**config.mk**
```make
export PLATFORM = sky130hd
export DESIGN_NAME = car_lane_flat
export DESIGN_NICKNAME = d
export VERILOG_FILES = /design/src/rtl/car_lane_pkg.sv /design/src/rtl/car_lane_if.sv /design/src/rtl/car_lane_slot.sv /design/src/rtl/car_lane.sv /design/src/flat_wrapper.sv
export SDC_FILE = /design/constraint.sdc
export NUM_CORES = 1
export LEC_CHECK = 0
export CORE_MARGIN = 4
export CORE_UTILIZATION = 50
export CTS_CLUSTER_SIZE = 24
export DETAILED_ROUTE_END_ITERATION = 10
export GPL_TIMING_DRIVEN = 0
export PLACE_DENSITY = 0.78
export SYNTH_ARGS = -nofsm -noshare
export SYNTH_HDL_FRONTEND = slang
export SYNTH_SLANG_ARGS = --single-unit
```
**constraint.sdc**
```tcl
create_clock -name FrameClk -period 4.1 [get_ports FrameClk]
set_input_delay 0.41 -clock FrameClk [delete_from_list [all_inputs] [get_ports FrameClk]]
set_output_delay 0.41 -clock FrameClk [all_outputs]
set_load 0.02 [all_outputs]
```
**src/rtl/car_lane_pkg.sv**
```systemverilog
// Shared lane types, playfield bounds and the spawn-position step used by car_lane.
package car_lane_pkg;

    typedef enum logic [1:0] {
        IDLE  = 2'd0,
        SPAWN = 2'd1,
        RUN   = 2'd2
    } lane_state_t;

    localparam int unsigned MIN_X          = 100;
    localparam int unsigned MAX_X          = 739;
    localparam int unsigned CAR_WIDTH_DEF  = 48;
    localparam int unsigned CAR_HEIGHT_DEF = 26;

    // Advance a spawn position by one spacing step, folding it back once into
    // the off-screen-inclusive band [MIN_X-width-1, MAX_X+1].
    function automatic logic [9:0] spawn_step(input logic [9:0] pos,
                                              input logic [9:0] spacing,
                                              input logic       face_left,
                                              input int unsigned car_width);
        int p;
        int lo;
        int hi;
        lo = int'(MIN_X) - int'(car_width) - 1;
        hi = int'(MAX_X) + 1;
        p  = face_left ? int'(pos) + int'(spacing) : int'(pos) - int'(spacing);
        if (p < lo)
            p = p + (hi - lo);
        else if (p > hi)
            p = p - (hi - lo);
        return 10'(p);
    endfunction

endpackage

```
**src/rtl/car_lane_if.sv**
```systemverilog
// Lane control inputs and per-pixel outputs between the level controller/video path and car_lane.
interface car_lane_if;
    logic       LaneEnable;
    logic       Paused;
    logic       FaceLeft;
    logic [1:0] Type;
    logic [2:0] Speed;
    logic [9:0] Spacing;
    logic [9:0] SpawnX;
    logic [9:0] LaneY;
    logic [9:0] DrawX;
    logic [9:0] DrawY;
    logic       CarPixel;
    logic       CarPriority;
    logic [3:0] Tile;
    logic [5:0] PixelX;
    logic [4:0] PixelY;
    logic       Running;

    modport master (
        output LaneEnable, Paused, FaceLeft, Type, Speed, Spacing, SpawnX, LaneY, DrawX, DrawY,
        input  CarPixel, CarPriority, Tile, PixelX, PixelY, Running
    );

    modport slave (
        input  LaneEnable, Paused, FaceLeft, Type, Speed, Spacing, SpawnX, LaneY, DrawX, DrawY,
        output CarPixel, CarPriority, Tile, PixelX, PixelY, Running
    );
endinterface

```
**src/rtl/car_lane_slot.sv**
```systemverilog
// One car: X register with move/wrap, horizontal hit test and local sprite column.
module car_slot
    import car_lane_pkg::*;
#(
    parameter int unsigned CAR_WIDTH = CAR_WIDTH_DEF
) (
    input  logic       i_clk,
    input  logic       i_rst_n,
    input  logic       i_clear,
    input  logic       i_load,
    input  logic [9:0] i_load_x,
    input  logic       i_move,
    input  logic       i_face_left,
    input  logic [2:0] i_speed,
    input  logic [9:0] i_draw_x,
    input  logic       i_row_hit,
    output logic       o_hit,
    output logic [5:0] o_pixel_x
);
    logic        r_active;
    logic [9:0]  r_x;
    logic [10:0] w_x11;
    logic [9:0]  w_moved;
    logic [5:0]  w_dx;
    logic        w_col_hit;

    // Wrap tests look at the pre-move position and replace the move outright.
    always_comb begin
        w_x11 = {1'b0, r_x};
        if (i_face_left) begin
            if (w_x11 + 11'(CAR_WIDTH) < 11'(MIN_X))
                w_moved = 10'(MAX_X + 1);
            else
                w_moved = 10'(w_x11 - {8'd0, i_speed});
        end else begin
            if (w_x11 >= 11'(MAX_X))
                w_moved = 10'(MIN_X - CAR_WIDTH - 1);
            else
                w_moved = 10'(w_x11 + {8'd0, i_speed});
        end
        w_dx      = 6'(i_draw_x - r_x);
        w_col_hit = ({1'b0, i_draw_x} >= w_x11) && ({1'b0, i_draw_x} < w_x11 + 11'(CAR_WIDTH));
        o_hit     = r_active && w_col_hit && i_row_hit;
        o_pixel_x = '0;
        if (o_hit)
            o_pixel_x = i_face_left ? w_dx : 6'(CAR_WIDTH - 1) - w_dx;
    end

    always_ff @(posedge i_clk) begin
        if (!i_rst_n || i_clear) begin
            r_active <= 1'b0;
            r_x      <= '0;
        end else if (i_load) begin
            r_active <= 1'b1;
            r_x      <= i_load_x;
        end else if (i_move && r_active) begin
            r_x <= w_moved;
        end
    end
endmodule

```
**src/rtl/car_lane.sv**
```systemverilog
// One road lane: spawn/run FSM, shared tile animation and lowest-index priority over car slots.
module car_lane
    import car_lane_pkg::*;
#(
    parameter int unsigned NUM_CARS        = 4,
    parameter int unsigned CAR_WIDTH       = CAR_WIDTH_DEF,
    parameter int unsigned CAR_HEIGHT      = CAR_HEIGHT_DEF,
    parameter int unsigned PRIORITY_ROWS   = 10,
    parameter int unsigned TILES_PER_ANIM  = 4,
    parameter int unsigned FRAMES_PER_TILE = 5
) (
    input  logic       FrameClk,
    input  logic       ResetN,
    car_lane_if.slave  bus
);
    localparam int unsigned IDX_W  = $clog2(NUM_CARS + 1);
    localparam int unsigned FRM_W  = $clog2(FRAMES_PER_TILE + 1);
    localparam int unsigned TILE_W = (TILES_PER_ANIM > 1) ? $clog2(TILES_PER_ANIM) : 1;

    lane_state_t       r_state;
    logic [IDX_W-1:0]  r_spawn_idx;
    logic [9:0]        r_spawn_pos;
    logic [FRM_W-1:0]  r_frame;
    logic [TILE_W-1:0] r_tile;

    logic [9:0]        w_spawn_x;
    logic              w_placing;
    logic              w_run_step;
    logic              w_row_hit;
    logic [9:0]        w_dy;
    logic [NUM_CARS-1:0] w_hit;
    logic [5:0]        w_px [NUM_CARS];
    logic              w_car_pixel;
    logic [5:0]        w_pixel_x;

    // Car 0 takes SpawnX directly; later cars use the accumulated position.
    assign w_spawn_x  = (r_spawn_idx == '0) ? bus.SpawnX : r_spawn_pos;
    assign w_placing  = (r_state == SPAWN) && (r_spawn_idx < IDX_W'(NUM_CARS));
    assign w_run_step = (r_state == RUN) && !bus.Paused;
    assign w_dy       = bus.DrawY - bus.LaneY;
    assign w_row_hit  = ({1'b0, bus.DrawY} >= {1'b0, bus.LaneY}) &&
                        ({1'b0, bus.DrawY} <  {1'b0, bus.LaneY} + 11'(CAR_HEIGHT));

    always_ff @(posedge FrameClk) begin
        if (!ResetN || !bus.LaneEnable) begin
            r_state     <= IDLE;
            r_spawn_idx <= '0;
            r_spawn_pos <= '0;
            r_frame     <= '0;
            r_tile      <= '0;
        end else begin
            case (r_state)
                IDLE:  r_state <= SPAWN;
                SPAWN: begin
                    if (w_placing) begin
                        r_spawn_idx <= r_spawn_idx + 1'b1;
                        r_spawn_pos <= spawn_step(w_spawn_x, bus.Spacing, bus.FaceLeft, CAR_WIDTH);
                    end else begin
                        r_state <= RUN;
                    end
                end
                RUN: begin
                    if (!bus.Paused) begin
                        if (r_frame == FRM_W'(FRAMES_PER_TILE)) begin
                            r_frame <= '0;
                            r_tile  <= (r_tile == TILE_W'(TILES_PER_ANIM - 1)) ? '0 : r_tile + 1'b1;
                        end else begin
                            r_frame <= r_frame + 1'b1;
                        end
                    end
                end
                default: r_state <= IDLE;
            endcase
        end
    end

    for (genvar k = 0; k < NUM_CARS; k++) begin : g_slot
        car_slot #(
            .CAR_WIDTH (CAR_WIDTH)
        ) u_slot (
            .i_clk       (FrameClk),
            .i_rst_n     (ResetN),
            .i_clear     (!bus.LaneEnable),
            .i_load      (w_placing && (r_spawn_idx == IDX_W'(k))),
            .i_load_x    (w_spawn_x),
            .i_move      (w_run_step),
            .i_face_left (bus.FaceLeft),
            .i_speed     (bus.Speed),
            .i_draw_x    (bus.DrawX),
            .i_row_hit   (w_row_hit),
            .o_hit       (w_hit[k]),
            .o_pixel_x   (w_px[k])
        );
    end

    always_comb begin
        w_car_pixel = 1'b0;
        w_pixel_x   = '0;
        for (int unsigned k = 0; k < NUM_CARS; k++) begin
            if (w_hit[k] && !w_car_pixel) begin
                w_car_pixel = 1'b1;
                w_pixel_x   = w_px[k];
            end
        end
    end

    assign bus.CarPixel    = w_car_pixel;
    assign bus.CarPriority = w_car_pixel && (w_dy < 10'(PRIORITY_ROWS));
    assign bus.PixelX      = w_pixel_x;
    assign bus.PixelY      = w_dy[4:0];
    assign bus.Tile        = 4'(int'(bus.Type) * int'(TILES_PER_ANIM) + int'(r_tile));
    assign bus.Running     = (r_state == RUN);
endmodule

```
**src/flat_wrapper.sv**
```systemverilog
// flat-port wrapper written by rule: the top's interface ports become plain ports
module car_lane_flat import car_lane_pkg::*;
#(
    parameter int unsigned NUM_CARS        = 4,
    parameter int unsigned CAR_WIDTH       = CAR_WIDTH_DEF,
    parameter int unsigned CAR_HEIGHT      = CAR_HEIGHT_DEF,
    parameter int unsigned PRIORITY_ROWS   = 10,
    parameter int unsigned TILES_PER_ANIM  = 4,
    parameter int unsigned FRAMES_PER_TILE = 5
)
  (FrameClk, ResetN, bus_LaneEnable, bus_Paused, bus_FaceLeft, bus_Type, bus_Speed, bus_Spacing, bus_SpawnX, bus_LaneY, bus_DrawX, bus_DrawY, bus_CarPixel, bus_CarPriority, bus_Tile, bus_PixelX, bus_PixelY, bus_Running);
  car_lane_if bus_i ();
  input  logic FrameClk;
  input  logic ResetN;
  input wire logic [$bits(bus_i.LaneEnable)-1:0] bus_LaneEnable;
  input wire logic [$bits(bus_i.Paused)-1:0] bus_Paused;
  input wire logic [$bits(bus_i.FaceLeft)-1:0] bus_FaceLeft;
  input wire logic [$bits(bus_i.Type)-1:0] bus_Type;
  input wire logic [$bits(bus_i.Speed)-1:0] bus_Speed;
  input wire logic [$bits(bus_i.Spacing)-1:0] bus_Spacing;
  input wire logic [$bits(bus_i.SpawnX)-1:0] bus_SpawnX;
  input wire logic [$bits(bus_i.LaneY)-1:0] bus_LaneY;
  input wire logic [$bits(bus_i.DrawX)-1:0] bus_DrawX;
  input wire logic [$bits(bus_i.DrawY)-1:0] bus_DrawY;
  output wire logic [$bits(bus_i.CarPixel)-1:0] bus_CarPixel;
  output wire logic [$bits(bus_i.CarPriority)-1:0] bus_CarPriority;
  output wire logic [$bits(bus_i.Tile)-1:0] bus_Tile;
  output wire logic [$bits(bus_i.PixelX)-1:0] bus_PixelX;
  output wire logic [$bits(bus_i.PixelY)-1:0] bus_PixelY;
  output wire logic [$bits(bus_i.Running)-1:0] bus_Running;
  assign bus_i.LaneEnable = bus_LaneEnable;
  assign bus_i.Paused = bus_Paused;
  assign bus_i.FaceLeft = bus_FaceLeft;
  assign bus_i.Type = bus_Type;
  assign bus_i.Speed = bus_Speed;
  assign bus_i.Spacing = bus_Spacing;
  assign bus_i.SpawnX = bus_SpawnX;
  assign bus_i.LaneY = bus_LaneY;
  assign bus_i.DrawX = bus_DrawX;
  assign bus_i.DrawY = bus_DrawY;
  assign bus_CarPixel = bus_i.CarPixel;
  assign bus_CarPriority = bus_i.CarPriority;
  assign bus_Tile = bus_i.Tile;
  assign bus_PixelX = bus_i.PixelX;
  assign bus_PixelY = bus_i.PixelY;
  assign bus_Running = bus_i.Running;
  car_lane #(.NUM_CARS(NUM_CARS), .CAR_WIDTH(CAR_WIDTH), .CAR_HEIGHT(CAR_HEIGHT), .PRIORITY_ROWS(PRIORITY_ROWS), .TILES_PER_ANIM(TILES_PER_ANIM), .FRAMES_PER_TILE(FRAMES_PER_TILE)) u_core (.FrameClk(FrameClk), .ResetN(ResetN), .bus(bus_i));
endmodule
```
==> results.tsv, run 1 <==
metric	value	unit
synth_cells	1362	
io_buffer_count	74	
path_cells	inv_2, ha_4, nor2b_4, buf_8, mux2i_4, inv_2, ha_1, nand2b_1, a311oi_4, o211ai_2, a31oi_4, xnor2_4, o31a_1, a41o_4, a311oi_2, mux2i_1, o211ai_1	
drt_iter0_drc	1105	
viasPerCell	6.52	
cts_hold_buffers	0	
synth_cell_type_count	82	
worst_hold_path_type	flop to flop	
yosys_warnings	0	
yosys.area.top_type_share	18.5	%
synth_edf_count	0	
die_x	150	microns
async_flop_share	0	%
die_area	22500	sq um
layout_setup_ws	-0.127	ns
coreArea	19700	sq um
syn_area	10100	sq um
ir_drop	0.000237	V
p_leak	5.24	nW
ys_ff_latch	64	
grt_util_all_layers	30.6	%
rows	51	
first_pass_iters	6	
fin_nets	1737	
first_global_vias	10800	
cts_tree	done	
end_kind	flop	
final_cell_mix	131 x ha_1, 116 x nor2_1, 113 x a21oi_1	
syn-mean-instance-area	7.41	sq um
layout-drive-gt1-share	17.9	%
cts.sinks	64	
clock_path_buffers	2	
num_vias	11600	
synthFlopType	dfxtp_1	
reg2reg_slack	-0.13	ns
clock_latency	0.34	ns
violations	negative setup slack	
status	finished with violations	
io_pins	78	
path_buf_inv	3	
cp.arrival	4.42	ns
grt_pass1_wl	55.5	mm
crit_family	compound AO/OA/AOI/OAI gates	
ant_nets	0	
finalHoldViolCount	0	
ys_seq_area_share	12.7	%
post_drt_wl_per_cell	21.0	microns
fmax	0.237	GHz
slew_viol_final	0	
drt-total-wl	37.5	mm
gp_congestion	0.983	
crit_fanout	8	
slowest_delay	0.38	ns
cp-start-kind	flop	
final_cells	1783	
slowest_stage	a311oi_4	
synth_fp_nets	1586	
hpwl	26.3	mm
crit_type	flop to flop	
cellPowerDensity	220	nW/um^2
cap_violations	0	
period_minus_slack	4.23	ns
die_y	150	microns
rsz0062_at_grt	true	
antenna_found_initial	0	
setup_viol	7	
final_common_cell	ha_1	
overflow	0	
grt_max_degree	12	
fin_skew	0.00765	ns
clk_pin_slew	0.06	ns
syn2layout_area_growth	28.2	%
yosysTopAreaCell	ha_1	
dp.cells	1701	
cts_buffers	9	
start_util	51.3	%
critPathRequiredTime	4.29	ns
synth_area_leaders	ha_1 18%, dfxtp_1 13%, a21oi_1 6.1%, xnor2_1 5.4%, nor2_1 4.4%	
antenna_cells	0	
period_share	103	%
cpMostUsedCell	inv_2	
slew_headroom	37.6	%
drc	0	
h-tree-depth	3	
finalPower	2.85	mW
worst_pin_slew	0.912	ns
clk_root_buffer_cell	clkbuf_16	
[Yosys cell counts, types with 10 or more instances]
cell type  count
dfxtp_1       64
nor2_1       119
inv_1        115
a21oi_1      123
nand2b_1      18
nand2_1      112
fa_1          15
o221ai_1      19
clkbuf_1      46
nor3_1        41
o21ai_0       73
and3_1        16
ha_1         149
o211ai_1      23
o21a_1        11
nand3_1       23
mux2i_1       16
xnor2_1       62
xor2_1        11
a21o_1        25
nor2b_1       27
a211oi_1      36
a221oi_1      16
nand4_1       15
a311oi_1      10
[layer usage]
| metal | vias to the layer above | GRT usage [%] | wire, microns |
|---|---|---|---|
| met2 | 711 | 48.9 | 16700 |
| met5 | - | 0 | 0 |
| met1 | 5457 | 40.6 | 15200 |
| li1 | 5300 | - | - |
| met3 | 155 | 5.00 | 3610 |
| met4 | 0 | 13.6 | 2040 |
[registers in the layout, indices dropped and copies added (netlist names)]
signal                         cells
u_core.g_slot.u_slot.r_x          40
u_core.r_spawn_pos                10
u_core.g_slot.u_slot.r_active      4
u_core.r_frame                     3
u_core.r_spawn_idx                 3
u_core.r_state                     2
u_core.r_tile                      2
[repair_timing]
item,CTS,global route
cloned,2,0
gates resized for setup,179,113
setup endpoints to repair,19,19
pin swaps,42,65
setup buffers,35,33
[worst min-delay path: stages (launching register included)]
cell and delay (ns):
dfxtp_1 0.32, nand2_1 0.06, o22ai_1 0.07
[final cells by class]
class                      count  area, sq um
clock inverter                 5          104
clock buffer                  11          243
multi-input combinational   1123         8910
timing repair buffer         143         1290
fill                        1657         6710
buffer                        56          305
sequential                    64         1320
tap                          265          332
inverter                     116          444
[report_power, final]
group / switching, mW / internal (mW)
sequential: 0.0119 / 0.628
clock: 0.287 / 0.610
combinational: 0.741 / 0.570
[worst paths after layout]
kind                                       from                                  to  cells after the start
max reg2reg  u_core.r_spawn_idx[1]$_SDFFE_PP0P_  u_core.r_spawn_pos[9]$_SDFFE_PP0P_                     17
min          u_core.r_spawn_pos[0]$_SDFFE_PP0P_  u_core.r_spawn_pos[0]$_SDFFE_PP0P_                      2
min reg2reg  u_core.r_spawn_pos[0]$_SDFFE_PP0P_  u_core.r_spawn_pos[0]$_SDFFE_PP0P_                      2
max          u_core.r_spawn_idx[1]$_SDFFE_PP0P_  u_core.r_spawn_pos[9]$_SDFFE_PP0P_                     17
[metrics by stage]
| step | hold WS, ns | instance area (sq um) | setup slack [ns] | setup TNS [ns] | utilization [%] |
|---|---|---|---|---|---|
| 2_1_floorplan | 0.435 | 10100 | 0.00273 | 0 | - |
| 3_3_place_gp | 0.450 | 11200 | -1.70 | -21.98 | 56.9 |
| 3_5_place_dp | 0.460 | 11200 | -1.69 | -22.47 | 56.9 |
| 4_1_cts | 0.470 | 12300 | -0.00847 | -0.0101 | 62.7 |
| 5_1_grt | 0.495 | 12900 | -0.255 | -2.04 | 65.8 |
| 6_report | 0.491 | 12900 | -0.127 | -0.518 | 65.8 |
[cell families after synthesis]
family	count (synthesis)	synth area share [%]
compound gates	446	30.5
simple gates	421	20.2
buf+inv	175	6.78
fa+ha+maj	164	21.4
xor+xnor	74	6.50
flops	64	12.7
mux	18	1.92
No activity file was read; power rests on OpenSTA's default activity.
==> inputs of run 2 (changes only) <==
Settings changed: CORE_ASPECT_RATIO set to 1.5.
==> run 2 against run 1 <==
Compared with the run above: the flow still finishes with violations (negative setup slack); via count up 1.9%; hold slack got worse by 0.00076 ns; clock skew fell by 0.0013 ns; highest routed layer unchanged; die area is 0.21% higher; routed wire length is 4.8% higher; sequential share of layout area down 0.11 points; clock power decreased by 2.9%; power increased by 2.1%; sequential cell count is the same; non-clock buffer count is 13 higher.
==> results.tsv, run 2 (synthesis results as in run 1) <==
metric	value	unit	change
status	finished with violations		
violations	negative setup slack		
io_buffer_count	74		unchanged
critPathRequiredTime	4.39	ns	+0.10 ns
grt_pass1_wl	58.3	mm	+5.0%
largest_register_ffs	40		unchanged
rows	63		+24%
cts_buffers	9		unchanged
fmax	0.239	GHz	+0.86%
syn2layout_area_growth	30.3	%	
clock_latency	0.34	ns	about the same
num_vias	11800		+1.9%
slowest_delay	0.36	ns	-0.02 ns
setup_viol	5		-2
crit_type	flop to flop		
largest_register	u_core.g_slot.u_slot.r_x		
slowest_stage	dfxtp_4		
final_area	13100	sq um	+1.6%
io_pins	78		unchanged
coreArea	19800	sq um	+0.67%
cp.arrival	4.48	ns	+0.06 ns
finalHoldViolCount	0		unchanged
die_y	182	microns	+21%
worst_pin_slew	1.06	ns	+0.147 ns
drt-total-wl	39.3	mm	+4.8%
cts_hold_buffers	0		unchanged
nFillCells	1584		-4.4%
fin_skew	0.00633	ns	-0.00133 ns
place_ws	-1.83	ns	-0.140 ns
gp_congestion	0.963		-2.0%
cellPowerDensity	221	nW/um^2	+0.48%
ant_nets	0		unchanged
fin_nets	1750		+0.75%
rsz0062_at_grt	true		
ir_drop	0.000202	V	-15%
layout.area.seq	1330	sq um	+0.47%
crit_fanout	8		unchanged
p_leak	5.33	nW	+1.8%
first_pass_iters	8		+2
grt_util_all_layers	32.6	%	+2.0 points
slew_headroom	29.1	%	-8.5 points
first_global_vias	11300		+5.2%
reg_top3	u_core.g_slot.u_slot.r_x x40, u_core.r_spawn_pos x10, u_core.g_slot.u_slot.r_active x4		
antenna_found_initial	0		unchanged
worst_hold_path_type	flop to flop		
final_common_cell	ha_1		
start_util	51.0	%	-0.34 points
overflow	0		unchanged
finalPower	2.91	mW	+2.1%
multiInputGateArea	9000	sq um	+1.1%
post_drt_wl_per_cell	21.9	microns	+4.4%
h-tree-depth	3		unchanged
cp-start-kind	flop		
grt_max_degree	13		+1
period_minus_slack	4.19	ns	-0.0359 ns
cts.sinks	64		unchanged
die_area	22600	sq um	+0.21%
drt_iter0_drc	1144		+3.5%
dp.cells	1696		-0.29%
antenna_cells	0		unchanged
layout_setup_ws	-0.0910	ns	+0.0359 ns
slew_viol_final	0		unchanged
cap_violations	0		unchanged
period_share	102	%	-0.87 points
clk_root_buffer_cell	clkbuf_16		
hpwl	27.6	mm	+5.1%
final_cells	1791		+0.45%
path_cells	inv_4, ha_4, nor2b_4, buf_12, mux2i_4, inv_2, buf_6, ha_4, nand2b_4, a311oi_4, buf_4, o21ai_2, a211oi_2, o311ai_2, a31oi_4, a41oi_4, buf_4, o31a_1, o221ai_1, o2111a_1		
cts_tree	done		
viasPerCell	6.61		+1.4%
reg2reg_slack	-0.09	ns	+0.04 ns
final_cell_mix	127 x ha_1, 117 x nor2_1, 114 x a21oi_1		
clk_pin_slew	0.06	ns	about the same
placed_area	11200	sq um	about the same
die_x	124	microns	-17%
clock_path_buffers	2		unchanged
drc	0		unchanged
layout-drive-gt1-share	20.0	%	+2.1 points
end_kind	flop		
run 2: critical path, delay by kind of cell (launching register included):
| kind | cells | cell delay, ns |
|---|---|---|
| compound gates | 9 | 1.94 |
| fa+ha+maj | 2 | 0.42 |
| buf+inv | 6 | 0.87 |
| flops | 1 | 0.36 |
| mux | 1 | 0.30 |
| simple gates | 2 | 0.24 |
run 2: final timing paths:
kind	start	end	cells after the start
max reg2reg	u_core.r_spawn_idx[1]$_SDFFE_PP0P_	u_core.r_spawn_pos[3]$_SDFFE_PP0P_	20
min reg2reg	u_core.r_spawn_pos[9]$_SDFFE_PP0P_	u_core.r_spawn_pos[9]$_SDFFE_PP0P_	2
min	u_core.r_spawn_pos[9]$_SDFFE_PP0P_	u_core.r_spawn_pos[9]$_SDFFE_PP0P_	2
max	u_core.r_spawn_idx[1]$_SDFFE_PP0P_	u_core.r_spawn_pos[3]$_SDFFE_PP0P_	20
run 2: report_power, final:
part	switching, mW	internal [mW]
registers	0.0115	0.626
clock network	0.320	0.551
logic	0.785	0.613
total	1.12	1.79
run 2: repair_timing:
action,4_1_cts,5_1_grt
pin swaps,48,67
cloned,1,1
gates resized for setup,202,135
setup endpoints to repair,18,21
buffers inserted,38,45
run 2: layer usage:
metal	routed length, microns	global-route usage, %
met5	0	0
met4	3780	25.3
met3	3210	5.45
met2	18700	55.2
met1	13600	35.2
run 2: layout make-up:
| type | instances | area share, % |
|---|---|---|
| Buffer | 53 | 2.30 |
| Clock buffer | 10 | 1.82 |
| Clock inverter | 6 | 0.704 |
| Inverter | 116 | 3.39 |
| Multi-Input combinational cell | 1123 | 68.5 |
| Sequential cell | 64 | 10.1 |
| Tap cell | 260 | 2.47 |
| Timing Repair Buffer | 159 | 10.8 |
run 2: stage by stage:
stage | hold slack [ns] | setup TNS, ns | utilization, %
floorplan | 0.435 | 0 | -
global placement | 0.448 | -22.83 | 56.5
detailed placement | 0.459 | -23.57 | 56.5
CTS | 0.469 | -0.00876 | 62.5
global route | 0.513 | -1.03 | 66.5
finish | 0.490 | -0.240 | 66.5
